`config.mk`:
```
export PLATFORM = sky130hd
export DESIGN_NAME = positadd_issuer
export DESIGN_NICKNAME = d
export VERILOG_FILES = /design/src/rtl/posit_pkg.sv /design/src/rtl/positadd_issuer.sv
export SDC_FILE = /design/constraint.sdc
export NUM_CORES = 1
export LEC_CHECK = 0
export ABC_AREA = 1
export ABC_CLOCK_PERIOD_IN_PS = 2400
export CORE_MARGIN = 1
export CORE_UTILIZATION = 44
export DETAILED_ROUTE_END_ITERATION = 6
export DONT_BUFFER_PORTS = 1
export REMOVE_ABC_BUFFERS = 1
export SLEW_MARGIN = 20
export SYNTH_ARGS = -nofsm -noshare
export SYNTH_HDL_FRONTEND = slang
export SYNTH_SLANG_ARGS = --single-unit
```
`constraint.sdc`:
```
create_clock -name clk -period 2.4 [get_ports clk]
set_clock_uncertainty 0.15 [all_clocks]
set_input_delay 0.36 -clock clk [delete_from_list [all_inputs] [get_ports clk]]
set_output_delay 0.36 -clock clk [all_outputs]
set_load 0.1 [all_outputs]
```
`src/rtl/posit_pkg.sv`:
```
// posit_pkg: shared posit constants, issuer FSM encoding and result record.
package posit_pkg;

    localparam int N  = 32;
    localparam int ES = 2;

    // Not-a-Real: sign bit set, everything else clear.
    localparam logic [N-1:0] NAR = {1'b1, {(N-1){1'b0}}};

    typedef enum logic [1:0] {
        IDLE,
        ISSUE,
        WAIT,
        OUT
    } issuer_state_t;

    typedef struct packed {
        logic [N-1:0] result;
        logic         inf;
        logic         zero;
        logic         err;
    } posit_res_t;

endpackage

```
`src/rtl/positadd_issuer.sv`:
```
// positadd_issuer: valid/ready front end that drives one add at a time into
// a positadd responder (start/done) and returns the sum on an output stream.
// Optional feature macro: POSITADD_ISSUER_TIMEOUT_EN (abort a WAIT that
// exceeds TIMEOUT_CYC cycles and return NaR with out_err set).
module positadd_issuer #(
    parameter int N           = 32,
    parameter int ES          = 2,
    parameter int TIMEOUT_CYC = 64
) (
    input  logic         clk,
    input  logic         rst_n,
    input  logic         in_valid,
    output logic         in_ready,
    input  logic [N-1:0] in_a,
    input  logic [N-1:0] in_b,
    output logic         add_start,
    output logic [N-1:0] add_in1,
    output logic [N-1:0] add_in2,
    input  logic         add_done,
    input  logic [N-1:0] add_result,
    input  logic         add_inf,
    input  logic         add_zero,
    output logic         out_valid,
    input  logic         out_ready,
    output logic [N-1:0] out_result,
    output logic         out_inf,
    output logic         out_zero,
    output logic         out_err,
    output logic [31:0]  op_count
);
    import posit_pkg::*;

    localparam logic [N-1:0] NAR_W = {1'b1, {(N-1){1'b0}}};

    issuer_state_t state, state_nxt;
    logic          take_in;
    logic          timeout;

    if (N < 2 || ES < 0 || ES > N - 2 || TIMEOUT_CYC < 1) begin : g_bad_cfg
        $error("positadd_issuer: invalid parameter set");
    end

    // Accept a pair when idle, or when the current result leaves this cycle.
    assign in_ready  = rst_n && ((state == IDLE) || (state == OUT && out_ready));
    assign take_in   = in_ready && in_valid;
    // Gated by rst_n so the pulse dies the instant reset is asserted.
    assign add_start = rst_n && (state == ISSUE);
    assign out_valid = (state == OUT);

`ifdef POSITADD_ISSUER_TIMEOUT_EN
    localparam int CW = $clog2(TIMEOUT_CYC + 1);
    logic [CW-1:0] wait_cnt;
    logic          err_q;

    // Count cycles spent in WAIT; cleared while the start pulse is out.
    always_ff @(posedge clk or negedge rst_n) begin
        if (!rst_n)
            wait_cnt <= '0;
        else if (state == ISSUE)
            wait_cnt <= '0;
        else if (state == WAIT)
            wait_cnt <= wait_cnt + 1'b1;
    end

    // A done in the final WAIT cycle still wins over the abort.
    assign timeout = (state == WAIT) && !add_done && (wait_cnt == CW'(TIMEOUT_CYC - 1));

    // Abort marker travels with the captured result.
    always_ff @(posedge clk or negedge rst_n) begin
        if (!rst_n)
            err_q <= 1'b0;
        else if (state == WAIT && (add_done || timeout))
            err_q <= timeout;
    end

    assign out_err = err_q;
`else
    assign timeout = 1'b0;
    assign out_err = 1'b0;
`endif

    // State register.
    always_ff @(posedge clk or negedge rst_n) begin
        if (!rst_n)
            state <= IDLE;
        else
            state <= state_nxt;
    end

    // Next-state logic; done is only honoured in WAIT.
    always_comb begin
        state_nxt = state;
        case (state)
            IDLE:    if (take_in) state_nxt = ISSUE;
            ISSUE:   state_nxt = WAIT;
            WAIT:    if (add_done || timeout) state_nxt = OUT;
            OUT:     if (out_ready) state_nxt = in_valid ? ISSUE : IDLE;
            default: state_nxt = IDLE;
        endcase
    end

    // Operand registers feed the responder and stay put until the next accept.
    always_ff @(posedge clk or negedge rst_n) begin
        if (!rst_n) begin
            add_in1 <= '0;
            add_in2 <= '0;
        end else if (take_in) begin
            add_in1 <= in_a;
            add_in2 <= in_b;
        end
    end

    // Capture the responder's answer, or NaR/inf on an abort.
    always_ff @(posedge clk or negedge rst_n) begin
        if (!rst_n) begin
            out_result <= '0;
            out_inf    <= 1'b0;
            out_zero   <= 1'b0;
        end else if (state == WAIT && add_done) begin
            out_result <= add_result;
            out_inf    <= add_inf;
            out_zero   <= add_zero;
        end else if (timeout) begin
            out_result <= NAR_W;
            out_inf    <= 1'b1;
            out_zero   <= 1'b0;
        end
    end

    // Completed-operation counter, wraps naturally at 2^32.
    always_ff @(posedge clk or negedge rst_n) begin
        if (!rst_n)
            op_count <= '0;
        else if (out_valid && out_ready)
            op_count <= op_count + 32'd1;
    end

endmodule
```
==> results of run 1 <==
[critical path, cell delays in order (launching register included)]
cell and delay [ns]:
dfrtp_1 0.43, inv_1 0.14, ha_1 0.18, inv_1 0.06
a21boi_2 0.23, buf_6 0.26
[final cells by class]
cell class                 instances  area [µm²]
timing repair buffer             138        1310
inverter                          38       142.6
multi-input combinational        282        2235
clock inverter                     9       102.6
sequential                       132        3303
fill                            1030        4936
clock buffer                      23       478.0
tap                              172       215.2
[cells in the final DEF, fill, tap and decap left out, types with 17 or more instances in the layout]
cell and instances:
dlygate4sd3_1 98, buf_4 37, inv_1 38, mux2_4 50, dfrtp_1 132, nor2_1 36, nand2_1 71, clkbuf_16 17
mux2_2 48, nand3_1 24
[Yosys cell counts]
cell type	n	area share, %
dfrtp_1	132	57
nand2_1	72	4.7
mux2_4	50	13
mux2_2	48	9.4
inv_1	38	2.5
nor2_1	36	2.3
nand3_1	24	2.1
xnor2_1	13	2.0
xor2_1	9	1.4
nand4_1	8	0.87
buf_6	6	1.2
ha_1	6	1.3
nor3_1	6	0.52
buf_2	5	0.43
o21ai_0	4	0.35
nand3b_1	2	0.26
a21boi_2	1	0.20
buf_4	1	0.13
conb_1	1	0.065
nand2_2	1	0.11
nor2_2	1	0.11
[cells by family after synthesis]
family | count (synthesis)
adders and majority gates | 6
AOI/OAI and AO/OA | 5
xor gates and xnor gates | 22
other | 1
buffers and inverters | 50
and+or+nand+nor | 150
DFF | 132
muxes | 98
[what timing repair did]
action,in CTS,in global routing
gates resized for setup,0,1
endpoints found under the setup margin,0,1
endpoints found under the hold margin,230,132
setup buffers,0,0
[path summary, 6_finish.rpt]
check | to | startpoint | slack, ns
worst max-delay path | in_ready | state[0] | 0.18
worst min-delay path | add_in2[8] | rst_n | -0.50
worst min register to register | op_count[31] | op_count[31] | 0.35
min in group clk | op_count[0] | out_ready | 0.05
max in group asynchronous | out_result[29] | rst_n | 2.46
worst max register to register | add_in2[11] | state[0] | 0.31
[stage by stage]
| stage | setup WS (ns) | util, % | hold WS, ns |
|---|---|---|---|
| final | 0.1772 | 61.20 | -0.5042 |
| after global routing | 0.04773 | 61.20 | -0.5382 |
| after CTS | 0.1008 | 61.17 | -0.5300 |
| after detailed placement | 0.3434 | 48.90 | -0.08339 |
| after global placement | 0.4145 | 48.90 | -0.08335 |
| after floorplan | -3.235 | - | -0.08559 |
[sequential cells by signal (all words and copies together), names as in the netlist]
name	cells
op_count	32
out_zero	1
add_in2	32
out_inf	1
out_result	32
add_in1	32
state	2
[per-layer routing]
metal / global-route usage, % / up-vias / wire length, µm
li1: - / 1811 / -
met1: 22.87 / 1894 / 5318
met2: 36.53 / 168 / 7153
met3: 7.992 / 20 / 1115
met4: 8.354 / 0 / 257
met5: 0 / - / 0
==> impl_metrics.ini, run 1 <==
[placed_design]
place_hpwl_mm = 8.821
place_area_um2 = 6221
place_congestion = 0.7855
port_buffers = 0
placedCellCount = 664

[worst_setup_path]
critPathLaunchType = register
critPathRequiredTime_ns = 1.89
worstPathArrival_ns = 1.71
setup.worst_path.class = register to output pin
path_max_fanout = 6
ff2ff_path_depth = 6
end_kind = output pin

[clock_network]
clk_path_buf_depth = 2
clk_pin_slew_worst_paths_ns = 0.06
cts.root.buffer_cell = clkbuf_16
cts_inserted_buffers = 17
holdBufCountCts = 98
clkLatencyLatePin_ns = 0.41
ctsHtreeMaxLevel = 4
cts_tree = yes
numClockSinks = 132

[logic_synthesis]
synth_compound_area_share_pct = 0.5418
synthAdderAreaFrac_pct = 1.300
synth-seq-cells = 132
synth_area_um2 = 5773
synth_cell_type_count = 21
syn_inst = 464
synthMuxAreaShare_pct = 22.37
synthSimpleGateAreaFrac_pct = 10.97
ys.warnings.count = 0
synth_top_family_by_area = multiplexers
seq_area_frac_synth_pct = 57.22
synth_xor_area_share_pct = 3.338
synth.avg_cell_area_um2 = 12.44

[sta]
fin_tns_setup_ns = 0
fmax_ghz = 0.4499
hold_viol = 132
setup_viol = 0
max_slew.worst_pin.slew_ns = 0.9584
period_minus_slack_ns = 2.223
whs_ns = -0.5042
period_share_pct = 92.61
rsz0062_at_grt = false
relSlewSlack_pct = 36.10
finalMaxSlewViolations = 0

[global_route]
grt_pass1_vias = 4128
grt_usage_pct = 20.91
grt_first_pass_wirelength_mm = 20.98
grt_max_degree = 135
antenna_found_initial = 0
grt_overflow = 0

[run_status]
status = complete, but fails checks
violations = hold timing

[layout]
nets = 718
diodes = 0
final_cells = 794
area_growth_syn_to_layout_pct = 34.87
stdcell_area_um2 = 7786
drive_gt1_share_pct = 27.49

[floorplan]
io_pins = 237
dieArea_um2 = 13580
initial_core_util_pct = 45.38
die_x_um = 116.5
core.rowCount = 41
fp.coreArea_um2 = 12720
die_y_um = 116.5

[detailed_routing]
initialDrtViolationCount = 252
wl_mm = 13.84
via_per_inst = 4.903
drt_pass1_iterations = 4
ant_nets = 0
vias = 3893
wl_per_cell_um = 17.44
drcViolationCount = 0

[run]
cap_violations = 0

[min_path]
min_path_type = input pin to async pin
Power of run 1 is left out: the tool's default activity adds up to more than one toggle a clock period on the data nets, which glitch-free logic cannot reach.
==> run 2, diff against run 1 <==
--- a/config.mk
+++ b/config.mk
@@ -7,10 +7,11 @@
 export LEC_CHECK = 0
 export ABC_AREA = 1
 export ABC_CLOCK_PERIOD_IN_PS = 2400
+export BUFFER_PORTS_ARGS = -buffer_cell sky130_fd_sc_hd__buf_2
 export CORE_MARGIN = 1
 export CORE_UTILIZATION = 44
 export DETAILED_ROUTE_END_ITERATION = 6
-export DONT_BUFFER_PORTS = 1
+export PLACE_DENSITY = 0.78
 export REMOVE_ABC_BUFFERS = 1
 export SLEW_MARGIN = 20
 export SYNTH_ARGS = -nofsm -noshare
==> run 2 against run 1 <==
Effect of this change: the flow still finishes with violations (hold timing); cell count rose by 13%; non-clock buffer count rose by 104; setup slack improved by 0.036 ns; global-route usage fell by 0.12 points; cell area rose by 0.77%; largest cell class unchanged.
==> impl_metrics.ini, run 2 (synthesis results as in run 1) <==
[run_status]
status = complete, but fails checks
violations = hold timing

[detailed_routing]
ant_nets = 0
drt_pass1_iterations = 4
initialDrtViolationCount = 193
via_per_inst = 4.818
vias = 4327
wl_mm = 13.78
drcViolationCount = 0
wl_per_cell_um = 15.34

[clock_network]
clk_path_buf_depth = 2
postCtsSetupRepairBufs = 0
numClockSinks = 132
cts.root.buffer_cell = clkbuf_16
ctsHtreeMaxLevel = 4
cts_inserted_buffers = 17
clk_pin_slew_worst_paths_ns = 0.05
postCtsResizedCells = 0
clkLatencyLatePin_ns = 0.42
cts_tree = yes

[placed_design]
port_buffers = 235
place_hpwl_mm = 9.988
place_congestion = 0.8363
place_area_um2 = 7187
placedCellCount = 865

[worst_setup_path]
setup.worst_path.class = register to output pin
worstPathArrival_ns = 1.68
critPathLaunchType = register
rr_startpoint = state[0]
crit_start = state[0]
r2r_end = add_in1[11]
end_kind = output pin
r2r_slack_ns = 0.27
path_max_fanout = 6
critPathRequiredTime_ns = 1.89
ff2ff_path_depth = 7

[floorplan]
initial_core_util_pct = 45.38
fp.coreArea_um2 = 12720
io_pins = 237
core.rowCount = 41
dieArea_um2 = 13580
die_y_um = 116.5
die_x_um = 116.5

[sta]
setup_viol = 0
whs_ns = -0.1144
relSlewSlack_pct = 63.79
rsz0062_at_grt = false
max_slew.worst_pin.slew_ns = 0.5431
fmax_ghz = 0.4573
period_minus_slack_ns = 2.187
period_share_pct = 91.11
hold_viol = 103
fin_tns_setup_ns = 0
finalMaxSlewViolations = 0

[layout]
stdcell_area_um2 = 7846
nets = 822
area_growth_syn_to_layout_pct = 35.91
layout_common_cells = buf_2, dfrtp_1, nand2_1
final_cells = 898
fillers = 1051
diodes = 0
final_common_cell = buf_2
drive_gt1_share_pct = 51.79

[global_route]
grt_usage_pct = 20.78
grt_max_degree = 134
grt_first_pass_wirelength_mm = 21.00
grt_overflow = 0
antenna_found_initial = 0
grt_pass1_vias = 4320

[run]
cap_violations = 0

[min_path]
min_path_type = input pin to async pin
[run 2: cell count changes in the layout (fill, tap and decap cells not counted), sizes merged]
cell / delta
clkinvlp: +2
clkbuf: -1
dlygate4sd3: -98
inv: +1
clkinv: -3
bufinv: +1
buf: +202
[run 2: how the worst max path moves through the flow]
stage / to / cells after the start
6_report: in_ready / 5
4_1_cts: in_ready / 5
2_1_floorplan: add_in1[31] / 5
3_5_place_dp: add_in1[11] / 7
3_3_place_gp: add_in2[15] / 7
5_1_grt: in_ready / 5
[run 2: metrics by stage]
stage | util (%) | setup WS, ns
3_5_place_dp | 56.49 | 0.2727
5_1_grt | 61.67 | 0.1271
3_3_place_gp | 56.49 | 0.3654
6_report | 61.67 | 0.2134
4_1_cts | 61.52 | 0.1944
2_1_floorplan | - | -3.235
[run 2: layout make-up]
class	instances	area (µm²)	share of cell area (%)
clock inverter	10	145.1	1.850
sequential	132	3303	42.10
tap	172	215.2	2.743
timing repair buffer	242	1311	16.71
multi-input combinational	282	2235	28.48
inverter	38	142.6	1.818
clock buffer	22	494.2	6.299
[run 2: layer usage]
metal	up-vias	track usage, %	wire length [µm]
met2	201	34.71	6943
li1	2026	-	-
met4	0	11.14	379
met3	35	6.850	1092
met5	-	0	0
met1	2065	23.67	5362
[run 2: worst max-delay path: stages (launching register included)]
cell and delay, ns:
dfrtp_1 0.43, inv_1 0.13, ha_1 0.18, inv_1 0.06, a21boi_2 0.25, buf_12 0.22
Power of run 2 is left out for the same reason.
==> run 3, diff against run 2 <==
--- a/config.mk
+++ b/config.mk
@@ -8,6 +8,7 @@
 export ABC_AREA = 1
 export ABC_CLOCK_PERIOD_IN_PS = 2400
 export BUFFER_PORTS_ARGS = -buffer_cell sky130_fd_sc_hd__buf_2
+export CORE_ASPECT_RATIO = 1.4
 export CORE_MARGIN = 1
 export CORE_UTILIZATION = 44
 export DETAILED_ROUTE_END_ITERATION = 6
==> run 3 against run 2 <==
Effect of this change: the run still ends with hold timing left; fmax fell by 2.0%; die area barely moved; non-clock buffer count fell by 1; cell area fell by 1.2%; global-route usage rose by 0.31 points.
==> impl_metrics.ini, run 3 (synthesis results as in run 1) <==
[detailed_routing]
via_per_inst = 4.938
ant_nets = 0
wl_per_cell_um = 15.97
drcViolationCount = 0
vias = 4331
drt_pass1_iterations = 5
initialDrtViolationCount = 238
wl_mm = 14.01

[sta]
period_share_pct = 92.99
relSlewSlack_pct = 58.07
max_slew.worst_pin.slew_ns = 0.6290
rsz0062_at_grt = false
fmax_ghz = 0.4481
hold_viol = 120
whs_ns = -0.08290
period_minus_slack_ns = 2.232
finalMaxSlewViolations = 0
setup_viol = 0

[clock_network]
cts.root.buffer_cell = clkbuf_16
cts_inserted_buffers = 17
postCtsSetupRepairBufs = 0
ctsHtreeMaxLevel = 4
numClockSinks = 132
clk_pin_slew_worst_paths_ns = 0.06
clk_path_buf_depth = 2
clkLatencyLatePin_ns = 0.41
cts_tree = yes
postCtsResizedCells = 0

[worst_setup_path]
max_stage_delay_ns = 0.44
critPathLaunchType = register
cp_cell_sequence = inv_1, ha_1, inv_1, a21boi_2, buf_12
cpMaxStageDelayCell = dfrtp_1
path_max_fanout = 6
ff2ff_path_depth = 7
r2r_end = add_in2[21]
r2r_slack_ns = 0.19
worstPathArrival_ns = 1.72
crit_top_cell = inv_1
end_kind = output pin
critPathRequiredTime_ns = 1.89
setup.worst_path.class = register to output pin
rr_startpoint = state[0]

[layout]
nets = 821
layout_common_cells = buf_2, dfrtp_1, nand2_1
drive_gt1_share_pct = 51.24
fillers = 1028
fin_util_pct = 60.49
final_common_cell = buf_2
diodes = 0
area_growth_syn_to_layout_pct = 34.27

[floorplan]
io_pins = 237
die_y_um = 137.5
die_x_um = 98.81
initial_core_util_pct = 45.05
dieArea_um2 = 13590
core.rowCount = 49
fp.coreArea_um2 = 12810

[global_route]
grt_max_degree = 134
grt_first_pass_wirelength_mm = 21.86
antenna_found_initial = 0
grt_pass1_vias = 4408
grt_usage_pct = 21.10
grt_overflow = 0

[placed_design]
place_congestion = 0.8475
place_hpwl_mm = 10.36
port_buffers = 235

[run_status]
status = complete, but fails checks
violations = hold timing

[min_path]
min_path_type = input pin to async pin

[run]
cap_violations = 0
## run 3: worst max-delay path by stage
stage,to,cells after the start,startpoint
2_1_floorplan,add_in1[31],5,state[0]
3_3_place_gp,add_in1[19],7,state[0]
3_5_place_dp,add_in2[21],7,state[0]
4_1_cts,in_ready,5,state[0]
5_1_grt,in_ready,5,state[0]
6_report,in_ready,5,state[0]
## run 3: final cells by class
type / count / area (µm²) / area share (%)
Sequential cell: 132 / 3303 / 42.62
Multi-Input combinational cell: 282 / 2235 / 28.83
Timing Repair Buffer: 241 / 1294 / 16.69
Clock buffer: 21 / 460.4 / 5.940
Tap cell: 153 / 191.4 / 2.470
Inverter: 38 / 142.6 / 1.840
Clock inverter: 10 / 125.1 / 1.614
## run 3: worst max-delay path, delay by kind of cell (launching register included)
family	cells	cell delay, ns
AOI/OAI and AO/OA	1	0.26
adders and majority gates	1	0.20
buffers and inverters	3	0.41
DFF	1	0.44
## run 3: per-stage QoR
step	setup slack [ns]	instances	setup TNS, ns	instance area [µm²]
after floorplan	-3.235	452	-215.01	5673
after global placement	0.3413	845	0	7156
after detailed placement	0.2446	845	0	7156
after CTS	0.1666	876	0	7741
after global routing	0.08242	877	0	7751
final	0.1682	877	0	7751
## run 3: routing by layer
metal  share of wire, %  wire, µm  track usage, %
met1                 39      5433           23.69
met2                 53      7480           37.68
met3                5.4       757           6.240
met4                2.4       334           8.043
met5                  0         0               0
Power of run 3 is left out for the same reason.
